## src/rtl/fir_pkg.sv

```systemverilog
// Shared types and constants for the two-channel FIR MAC scheduler.
package fir_pkg;

  localparam int unsigned TAPS_DEFAULT = 16;
  localparam int unsigned NUM_CH       = 2;

  typedef enum logic [1:0] {
    waiting,
    loading,
    processing,
    saving
  } state_type;

  typedef logic signed [15:0] sample_t;
  typedef logic signed [31:0] acc_t;

endpackage

```

## src/rtl/fir_addr_counter.sv

```systemverilog
// Sample/coefficient address counter for the MAC loop: clear has priority
// over enable, and tc flags the last tap so the scheduler can leave PROCESSING.
module fir_addr_counter
  import fir_pkg::*;
#(
  parameter  int unsigned TAPS = TAPS_DEFAULT,
  localparam int unsigned AW   = (TAPS > 1) ? $clog2(TAPS) : 1
) (
  input  logic          ck,
  input  logic          rst,
  input  logic          clear,
  input  logic          enable,
  output logic [AW-1:0] count,
  output logic          tc
);

  logic [AW-1:0] count_q;
  logic [AW-1:0] count_d;

  always_comb begin
    count_d = count_q;
    if (clear) begin
      count_d = '0;
    end else if (enable) begin
      count_d = count_q + AW'(1);
    end
  end

  always_ff @(posedge ck or posedge rst) begin
    if (rst) begin
      count_q <= '0;
    end else begin
      count_q <= count_d;
    end
  end

  assign count = count_q;
  assign tc    = (count_q == AW'(TAPS - 1));

endmodule

```

## src/rtl/fir_channel_scheduler.sv

```systemverilog
// Two-channel round-robin scheduler sharing one FIR MAC datapath:
// WAITING -> LOADING -> PROCESSING (TAPS cycles) -> SAVING per sample.
module fir_channel_scheduler
  import fir_pkg::*;
#(
  parameter  int unsigned TAPS = TAPS_DEFAULT,
  localparam int unsigned AW   = (TAPS > 1) ? $clog2(TAPS) : 1
) (
  input  logic          ck,
  input  logic          rst,
  input  logic [1:0]    req,
  input  logic          clr_overrun,
  output logic          load,
  output logic          ch_sel,
  output logic [AW-1:0] address,
  output logic          reset_accumulator,
  output logic          output_ready,
  output logic          out_ch,
  output logic [1:0]    overrun,
  output logic          busy
);

  state_type  state_q, state_d;
  logic [1:0] pend_q, pend_d;
  logic [1:0] overrun_q, overrun_d;
  logic       last_grant_q, last_grant_d;
  logic       ch_sel_q, ch_sel_d;

  logic       grant_ch;
  logic [1:0] pend_clr;
  logic       cnt_clear;
  logic       cnt_en;
  logic       addr_tc;

  fir_addr_counter #(
    .TAPS (TAPS)
  ) u_addr_counter (
    .ck     (ck),
    .rst    (rst),
    .clear  (cnt_clear),
    .enable (cnt_en),
    .count  (address),
    .tc     (addr_tc)
  );

  // Round-robin pick: contention goes to the channel not served last.
  always_comb begin
    grant_ch = 1'b0;
    if (pend_q == 2'b11) begin
      grant_ch = ~last_grant_q;
    end else begin
      grant_ch = pend_q[1];
    end
  end

  always_comb begin
    state_d      = state_q;
    last_grant_d = last_grant_q;
    ch_sel_d     = ch_sel_q;
    pend_clr     = 2'b00;
    cnt_clear    = 1'b1;
    cnt_en       = 1'b0;
    case (state_q)
      waiting: begin
        if (pend_q != 2'b00) begin
          pend_clr[grant_ch] = 1'b1;
          ch_sel_d           = grant_ch;
          last_grant_d       = grant_ch;
          state_d            = loading;
        end
      end
      loading: begin
        state_d = processing;
      end
      processing: begin
        cnt_en    = 1'b1;
        cnt_clear = addr_tc;
        if (addr_tc) begin
          state_d = saving;
        end
      end
      saving: begin
        state_d = waiting;
      end
      default: begin
        state_d = waiting;
      end
    endcase
  end

  // A new request beats the grant's clear; a request onto a still-pending
  // channel is a lost sample, and that set beats clr_overrun.
  always_comb begin
    pend_d    = req | (pend_q & ~pend_clr);
    overrun_d = (req & pend_q & ~pend_clr) | (overrun_q & {2{~clr_overrun}});
  end

  always_ff @(posedge ck or posedge rst) begin
    if (rst) begin
      state_q      <= waiting;
      pend_q       <= 2'b00;
      overrun_q    <= 2'b00;
      last_grant_q <= 1'b1;
      ch_sel_q     <= 1'b0;
    end else begin
      state_q      <= state_d;
      pend_q       <= pend_d;
      overrun_q    <= overrun_d;
      last_grant_q <= last_grant_d;
      ch_sel_q     <= ch_sel_d;
    end
  end

  assign load              = (state_q == loading);
  assign reset_accumulator = (state_q == waiting) || (state_q == loading);
  assign output_ready      = (state_q == saving);
  assign out_ch            = (state_q == saving) && ch_sel_q;
  assign busy              = (state_q != waiting);
  assign ch_sel            = ch_sel_q;
  assign overrun           = overrun_q;

endmodule

```

## config.mk

```make
export PLATFORM = sky130hd
export DESIGN_NAME = fir_channel_scheduler
export DESIGN_NICKNAME = d
export VERILOG_FILES = /design/src/rtl/fir_pkg.sv /design/src/rtl/fir_addr_counter.sv /design/src/rtl/fir_channel_scheduler.sv
export SDC_FILE = /design/constraint.sdc
export NUM_CORES = 1
export LEC_CHECK = 0
export ABC_AREA = 1
export BUFFER_PORTS_ARGS = -buffer_cell sky130_fd_sc_hd__clkbuf_2
export CAP_MARGIN = 40
export CORE_UTILIZATION = 40
export CTS_CLUSTER_SIZE = 40
export DETAILED_ROUTE_END_ITERATION = 7
export PLACE_DENSITY_LB_ADDON = 0.12
export SYNTH_ARGS = -nofsm -noshare
export SYNTH_HDL_FRONTEND = slang
export SYNTH_HIERARCHICAL = 1
export SYNTH_SLANG_ARGS = --single-unit
```

## constraint.sdc

```tcl
create_clock -name ck -period 1.5 [get_ports ck]
set_input_delay 0.225 -clock ck [delete_from_list [all_inputs] [get_ports ck]]
set_output_delay 0.225 -clock ck [all_outputs]
set_load 0.02 [all_outputs]
```

[After elaboration in Yosys (flattened, before gate mapping)]
Cells that the tools add are included.
Word-level totals
  flip-flop bits (word level): 12
  word-level logic and storage cells: 46
Operators by class
  mux-type cells: 12
  reductions and logical operators: 9
  equal/unequal tests: 7
  bitwise gates (word level): 9
  $add $sub $neg: 1
  $lt $le $gt $ge: 2
Operators by type and width (count)
  $and A2 B2 Y2: 4
  $mux W2: 4
  $mux W4: 2
  $pmux W2 S4: 1
  $eq A2 B2 Y1 const B: 3
  $reduce_bool A2 Y1: 3
  $add A4 B1 Y4 const B: 1
  $eq A4 B4 Y1 const B: 1
  $mux W1: 4
  $ne A2 B2 Y1 const B: 2
  $or A2 B2 Y2: 2
  $reduce_and A2 Y1: 2
  $eq A2 B1 Y1 const B: 1
  $logic_and A1 B1 Y1: 2
  $logic_not A2 Y1: 1
  $lt A1 B2 Y1 const B: 1
  $not A1 Y1: 2
  $not A2 Y2: 1
  $demux W1 S1: 1
  $ge A1 B1 Y1 const B: 1
  $logic_or A1 B1 Y1: 1

[Depth between registers and ports, before layout]
Gate-level depths: netlist of run 1.
  word-level depth: 11
  mapped depth: 10

[Hierarchy]
The synthesis of run 1 kept the hierarchy.
Modules (own cells, without submodules)
  fir_channel_scheduler: cells each 50, area each 419.2 sq um, instances 1
  fir_addr_counter: cells each 27, area each 215.2 sq um, instances 1

[Least setup slack after synthesis of run 1]
No wires, ideal clock.
  kind: register -> register
  start point: register u_addr_counter.count_q[0], in the netlist u_addr_counter/count[0]
  end point: register u_addr_counter.count_q[3], in the netlist u_addr_counter/count[3]
  cell stages (with the launch flop): 10
  library setup time: 120 ps
  arrival: 1353 ps
  setup slack: 27 ps
  required time: 1380 ps
  buffers on the path: 0
  clock period less this slack: 1473 ps
  cell sequence: dfrtp_1 ha_1 nand2_1 nor2_1 inv_1 nand2_1 nor2_2 nor2_4 a21oi_1 nor2_2
On the way
  cells in the longest elaborated chain, start to end: 3
  elaborated cells between the ends (all ways): 6
Ends and longest elaborated chain
  from (decl): line fir_addr_counter.sv:17  | logic [AW-1:0] count_q;
  from (signal assigned): line fir_addr_counter.sv:33  | count_q <= count_d;
  $eq A4 B4 Y1 *: line fir_addr_counter.sv:38  | assign tc = (count_q == AW'(TAPS - 1));
  named net addr_tc: line fir_channel_scheduler.sv:33  | logic addr_tc;
  $mux W1 *: line fir_channel_scheduler.sv:63  | case (state_q)
  named net cnt_clear: line fir_channel_scheduler.sv:31  | logic cnt_clear;
  $mux W4 / $reduce_bool A2 Y1 (equally long branches)
Mark *: on every way through the listed nets, which the timed path passes. The rest lies on a longest branch. The select of a mux whose other input is x is not followed.
A chain may end at the register's enable or synchronous reset.

[Worst setup path in the final report of run 1]
  start point: register state_q[1]
  end point: output reset_accumulator
On the way
  cells in the longest elaborated chain, start to end: 2
  elaborated cells between the ends (all ways): 3
Ends and longest elaborated chain
  from (decl): line fir_channel_scheduler.sv:23  | state_type state_q, state_d;
  from (signal assigned): line fir_channel_scheduler.sv:100  | state_q <= waiting;
  from (signal assigned): line fir_channel_scheduler.sv:106  | state_q <= state_d;
  $eq A2 B1 Y1 / $logic_not A2 Y1 (equally long branches): line fir_channel_scheduler.sv:115  | assign reset_accumulator = (state_q == waiting) || (state_q == loading);
  $logic_or A1 B1 Y1 *: line fir_channel_scheduler.sv:115
  to (decl): line fir_channel_scheduler.sv:16  | output logic reset_accumulator,
Every way passes the cells marked *; elsewhere a longest branch is shown, timed or not.

==> qor_table.md, run 1 <==
| Step | Metric | Reported |
| --- | --- | --- |
| run status | Outcome | finished with violations |
| run status | Violations in the final reports | setup timing |
| clock tree | Maximum buffer depth of the clock tree | 2 |
| placed design | Count of port buffers added during placement | 16 |
| placed design | Placed standard-cell area | 749 sq um |
| power and ir drop | Portion of total power attributed to the clock network | 34.3% |
| die | Core area | 1490 sq um |
| power and ir drop | Seq pwr share | 51.4% |
| critical path | Data required time at the worst endpoint | 1270 ps |
| layout | Synthesis-to-finish area growth | 43.8% |
| global route | Number of antenna violations at the first check in global routing | 0 |
| clock tree | Buffer cell driving the clock tree root | sky130_fd_sc_hd__clkbuf_4 |
| critical path | Category of the critical setup timing path | reg2out |
| logic synthesis | Cell types with the largest area share after synthesis | sky130_fd_sc_hd__dfrtp_1 (43%), sky130_fd_sc_hd__nand2_1 (14%), sky130_fd_sc_hd__ha_1 (9.9%) |
| critical path | Kind of start point of the critical path | flip-flop |
| detailed routing | Vias per inst | 4.82 |
| timing | Final worst clock skew | 3.43 ps |
| global route | Number of global-route vias before repair | 526 |
| timing | Post-route fraction of the period consumed by the critical path | 101% |
| global route | Global-route track usage on met1 | 19.3% |
| critical path | Maximum net fanout on the critical path | 2 |
| logic synthesis | Syn_area_per_cell | 8.24 sq um |
| clock tree | Clock net sink count | 12 |
| detailed routing | Count of antenna-violating nets left after detailed routing | 0 |
| power and ir drop | NetSw | 204 uW |
| logic synthesis | Number of cells produced by synthesis | 77 |
| run | Number of max-cap violations | 0 |
| timing | Setup repair after global routing missed its margin | yes |
| clock tree | Clock tree from TritonCTS | yes |
| placed design | Placer congestion estimate | 0.748 |
| global route | Global routing met3 resource utilization | 2.61% |
| logic synthesis | Total of flip-flops plus latches after synthesis | 12 |
| die | Initial Utilization | 42.6% |
| power and ir drop | Internal portion of total power | 554 uW |
| timing | Final setup fails | 1 |
| logic synthesis | Top cell type's share of synthesized area | 43.4% |
| detailed routing | Post-detailed-routing wire length | 1360 um |
| die | Standard-cell row count | 14 |
| clock tree | H-tree depth | 1 |
| layout | Final core utilization | 61.3% |
| min path | Tightest Hold Check Type | in2reg |
| clock tree | Clock latency on the worst-skew pair | 270 ps |
| logic synthesis | Syn Nets | 87 |
| clock tree | TritonCTS Buffers | 3 |
| critical path | Critical Path Slowest Stage Cell | sky130_fd_sc_hd__dfrtp_1 |
| global route | First-pass GRT wire length | 2190 um |
| timing | Number of pins exceeding their max-slew limit in the final report | 0 |
| timing | Hold Vio Cnt, Final | 0 |
| power and ir drop | Power per standard cell area | 831 nW/um^2 |
| timing | Max-slew headroom | 77.9% |
| layout | Share of cells above drive strength 1 | 42.9% |
| timing | FMAX | 662 MHz |
| critical path | Maximum cell stage delay along the critical path | 390 ps |
| logic synthesis | Largest area contributor in the synthesized netlist | sky130_fd_sc_hd__dfrtp_1 |
| placed design | HPWL Detailed | 968 um |
| logic synthesis | Syn Std Cell Area | 634 sq um |
| detailed routing | Drc violations | 0 |
| timing | Final TNS setup | -11.4 ps |
| timing | Final WS setup | -11.4 ps |
| logic synthesis | Fraction of the yosys area taken by sequential cells | 47.5% |
| timing | Shortest period the worst path allows | 1510 ps |
| clock tree | Clock-pin slew on the worst setup and hold paths | 80 ps |
| timing | Transition time at the pin with the least slew margin | 331 ps |
| layout | Antenna diode count | 0 |
| layout | Final nets | 116 |
| power and ir drop | Peak supply drop | 449 uV |
| global route | Met2 Resource Use GR | 29.7% |
| critical path | Ordered cell list for the critical path | inv_2 > ha_4 > or2_4 > buf_8 |
| global route | Pin count of the biggest net entering global routing | 9 |
| power and ir drop | Leakage power summed over all cells | 0.476 nW |
| die | Total Die Area | 1750 sq um |
| die | Number of top-level pins | 17 |
| detailed routing | Initial detailed-routing violation count | 6 |
| detailed routing | Via count | 583 |
| critical path | Worst Setup End Kind | output pin |
| power and ir drop | Logic pwr share | 14.3% |
| die | Vert. Die Dim | 41.8 um |
| logic synthesis | Number of distinct library cells after synthesis | 17 |
| logic synthesis | Count of synthesis-stage warnings from yosys | 6 |
| global route | Gr usage total | 16.9% |
| layout | Design area | 912 sq um |
| critical path | Arrival @ worst endpoint | 1290 ps |
| global route | GRT Max-Usage Layer | met2 |
| detailed routing | Pre-Repair DR Iteration Count | 4 |
| detailed routing | Routed length per placed instance | 11.2 um |
| global route | Total congestion overflow | 0 |
| die | Die X-Extent | 41.8 um |
| power and ir drop | Switching power as a share of total power | 26.9% |
-- cells by family after synthesis --
family          count (synthesis)  share of synthesized area, %
simple gates                   40                          29.0
fa+ha+maj                       5                          9.86
buf+inv                        13                          7.69
flops                          12                          47.5
compound gates                  7                          5.92
-- critical path, delay by kind of cell, from the launching register on --
kind | cells | cell delay, ps
flip-flops | 1 | 390
AND/OR/NAND/NOR | 1 | 250
buffers and inverters | 2 | 210
adder cells (fa/ha/maj) | 1 | 170
-- layout by cell type, fill, tap and decap left out, drive strengths merged --
cell / n
or2: 2
dfstp: 1
nand3: 7
ha: 5
buf: 9
a21o: 1
inv: 13
a21oi: 3
nand2: 25
nor2: 6
dfrtp: 11
clkbuf: 18
dlygate4sd3: 1
o21ai: 3
-- stage by stage --
step / setup slack (ps) / hold WS, ps / power (mW) / instances
2_1_floorplan: 26.7 / -8.92 / 0.465 / 77
3_3_place_gp: 98.6 / 116 / 0.500 / 111
3_5_place_dp: 29.3 / 118 / 0.505 / 111
4_1_cts: -5.35 / 149 / 0.770 / 118
5_1_grt: -43.1 / 147 / 0.799 / 121
6_report: -11.4 / 153 / 0.758 / 121
-- Yosys cell counts, drive strengths merged --
| cell | instances |
|---|---|
| ha | 5 |
| a21o | 1 |
| inv | 13 |
| nor2 | 6 |
| or2 | 2 |
| a21oi | 3 |
| dfstp | 1 |
| o21ai | 3 |
| dfrtp | 11 |
| nand3 | 7 |
| nand2 | 25 |
-- flip-flops by register name (all words and copies together) (netlist names) --
name and count:
last_grant_q 1, pend_q 2, overrun 2, ch_sel 1
u_addr_counter/count 4, state_q 2
-- path summary, 6_finish.rpt --
kind,startpoint,end,slack (ps),cells after the start
min,req[0],pend_q[0],150,3
max reg2reg,state_q[0],u_addr_counter/count[2],70,7
min in group asynchronous,rst,u_addr_counter/count[3],370,3
max in group asynchronous,rst,last_grant_q,770,3
max,state_q[1],reset_accumulator,-10,4
min reg2reg,overrun[0],overrun[0],490,2
-- what timing repair did --
action | 4_1_cts | 5_1_grt
resized for setup | 13 | 10
endpoints found under the setup margin | 2 | 7
hold buffers | 1 | 0
pin swaps | 1 | 1
buffers inserted | 2 | 3
hold endpoints to repair | 11 | 0
-- power by group through the flow --
stage / clock [mW] / combinational [mW] / sequential, mW
2_1_floorplan: 0 / 0.0468 / 0.418
3_3_place_gp: 0 / 0.104 / 0.396
3_5_place_dp: 0 / 0.108 / 0.397
4_1_cts: 0.270 / 0.110 / 0.390
5_1_grt: 0.279 / 0.125 / 0.395
6_report: 0.260 / 0.108 / 0.390
-- area by class of cell --
cell class	count	area (sq um)
Fill cell	132	577
Sequential cell	12	303
Timing Repair Buffer	24	168
Inverter	13	51.3
Multi-Input combinational cell	52	334
Clock buffer	4	36.3
Tap cell	16	20.0
-- metal layers --
layer / up-vias / share of wire (%)
li1: 302 / -
met1: 264 / 44
met2: 13 / 52
met3: 4 / 2.7
met4: 0 / 1.5
met5: - / 0
No activity file was read; power rests on OpenSTA's default activity.
==> run 2: changes to the inputs <==
- clock period: 1.5 -> 1.9 ns (I/O delays scaled with it)
==> qor_table.md, run 2 (same netlist as run 1, synthesis figures left out) <==
| Step | Metric | Reported | vs previous |
| --- | --- | --- | --- |
| run | Number of max-cap violations | 0 | unchanged |
| run status | Outcome | completed |  |
| clock tree | Gates resized, CTS repair | 0 | -13 |
| clock tree | Hold-fix buffers, CTS | 1 | unchanged |
| clock tree | Clock-pin slew on the worst setup and hold paths | 80 ps | about the same |
| critical path | Category of the critical setup timing path | reg2out |  |
| clock tree | Maximum buffer depth of the clock tree | 2 | unchanged |
| detailed routing | Vias per inst | 4.61 | -4.2% |
| global route | Global-route track usage on met1 | 18.2% | -1.1 points |
| timing | Max-slew headroom | 78.8% | +0.87 points |
| clock tree | Clock latency on the worst-skew pair | 260 ps | about the same |
| layout | Most common cell after layout, fill and taps aside | sky130_fd_sc_hd__nand2_1 |  |
| die | Standard-cell row count | 14 | unchanged |
| timing | Shortest period the worst path allows | 1750 ps |  |
| timing | Final worst clock skew | 0.345 ps | -3.09 ps |
| timing | Final TNS setup | 0 ps | +11.4 ps |
| global route | Met2 Resource Use GR | 24.1% | -5.6 points |
| layout | Final nets | 109 | -6.0% |
| timing | FMAX | 573 MHz |  |
| timing | Number of pins exceeding their max-slew limit in the final report | 0 | unchanged |
| detailed routing | Routed length per placed instance | 9.60 um | -15% |
| critical path | Worst Setup End Kind | output pin |  |
| global route | Pin count of the biggest net entering global routing | 9 | unchanged |
| layout | Antenna diode count | 0 | unchanged |
| detailed routing | Post-detailed-routing wire length | 1090 um | -20% |
| die | Number of top-level pins | 17 | unchanged |
| power and ir drop | Leakage power summed over all cells | 0.440 nW | -7.6% |
| detailed routing | Drc violations | 0 | unchanged |
| die | Initial Utilization | 42.6% | unchanged |
| critical path | Arrival @ worst endpoint | 1460 ps | +170 ps |
| placed design | Count of port buffers added during placement | 16 | unchanged |
| power and ir drop | Power per standard cell area | 760 nW/um^2 | -8.7% |
| die | Die X-Extent | 41.8 um | unchanged |
| placed design | Placer congestion estimate | 0.690 | -7.8% |
| critical path | Maximum net fanout on the critical path | 6 | +4 |
| global route | Global routing met3 resource utilization | 2.61% | unchanged |
| timing | Setup repair after global routing missed its margin | no |  |
| global route | Number of antenna violations at the first check in global routing | 0 | unchanged |
| timing | Transition time at the pin with the least slew margin | 318 ps | -13.0 ps |
| power and ir drop | Peak supply drop | 356 uV | -21% |
| clock tree | Clock net sink count | 12 | unchanged |
| placed design | HPWL Detailed | 883 um | -8.7% |
| layout | Synthesis-to-finish area growth | 23.1% |  |
| detailed routing | Pre-Repair DR Iteration Count | 4 | unchanged |
| timing | Post-route fraction of the period consumed by the critical path | 91.9% |  |
| global route | First-pass GRT wire length | 1950 um | -11% |
| layout | Top library cells by usage in the layout, fill and taps aside | sky130_fd_sc_hd__nand2_1 (23), sky130_fd_sc_hd__clkbuf_2 (16), sky130_fd_sc_hd__inv_1 (12) |  |
| layout | Max FFs per register | 4 | unchanged |
| timing | Hold Vio Cnt, Final | 0 | unchanged |
| global route | GRT Max-Usage Layer | met2 |  |
| detailed routing | Via count | 526 | -9.8% |
| clock tree | H-tree depth | 1 | unchanged |
| detailed routing | Count of antenna-violating nets left after detailed routing | 0 | unchanged |
| critical path | Kind of start point of the critical path | flip-flop |  |
| global route | Total congestion overflow | 0 | unchanged |
| placed design | Setup Slack @ Placement | 392 ps | +362 ps |
| die | Vert. Die Dim | 41.8 um | unchanged |
| critical path | Data required time at the worst endpoint | 1620 ps | +350 ps |
| die | Core area | 1490 sq um | unchanged |
| min path | Tightest Hold Check Type | in2reg |  |
| clock tree | Post-CTS setup buffer count | 0 | -2 |
| global route | Number of global-route vias before repair | 486 | -7.6% |
| timing | Final WS setup | 154 ps | +165 ps |
| clock tree | Buffer cell driving the clock tree root | sky130_fd_sc_hd__clkbuf_4 |  |
| detailed routing | Initial detailed-routing violation count | 10 | +4 |
| die | Total Die Area | 1750 sq um | unchanged |
| clock tree | TritonCTS Buffers | 3 | unchanged |
| clock tree | Clock tree from TritonCTS | yes |  |
| layout | Share of cells above drive strength 1 | 29.6% | -13 points |
| global route | Gr usage total | 14.7% | -2.3 points |
| timing | Final setup fails | 0 | -1 |
## run 2: cell count changes in the layout (fill, tap and decap cells not counted), sizes merged
cell	previous run	this run
buf	9	0
clkbuf	18	20
## run 2: cell type report
class,count,area [sq um]
fill,143,708
sequential,12,302
multi-input combinational,52,284
timing repair buffer,17,90.1
inverter,13,48.8
clock buffer,4,36.3
tap,16,20.0
## run 2: path summary, 6_finish.rpt
check,startpoint,end,slack (ps),cells after the start
worst max-delay path,state_q[0],reset_accumulator,150,4
worst min-delay path,req[1],pend_q[1],220,2
worst max register to register,state_q[0],u_addr_counter/count[3],390,7
worst min register to register,last_grant_q,last_grant_q,480,2
max in group asynchronous,rst,last_grant_q,1110,3
min in group asynchronous,rst,u_addr_counter/count[1],440,3
## run 2: through the flow
stage                     util, %  instances  total power, mW  instance area, sq um  hold slack [ps]
after floorplan                 -         77            0.367                   634             51.1
after global routing         52.4        114            0.627                   781              210
after detailed placement     49.3        109            0.396                   734              176
after CTS                    52.4        114            0.599                   781              213
after global placement       49.3        109            0.395                   734              169
final                        52.4        114            0.593                   781              215
## run 2: worst max-delay path: stages (launching register included)
cell	delay [ps]
sky130_fd_sc_hd__dfrtp_1	390
sky130_fd_sc_hd__inv_1	70
sky130_fd_sc_hd__ha_1	270
sky130_fd_sc_hd__or2_2	310
sky130_fd_sc_hd__clkbuf_2	150
## run 2: routing by layer
layer / share of wire, % / up-vias
met5: 0 / -
met4: 0.73 / 0
met3: 4.2 / 2
met2: 49 / 11
met1: 46 / 235
li1: - / 278
## run 2: power by group
group | switching (mW) | total (mW) | internal (mW)
Combinational | 0.0520 | 0.0821 | 0.0302
Sequential | 0.0178 | 0.309 | 0.291
Clock | 0.0859 | 0.202 | 0.116
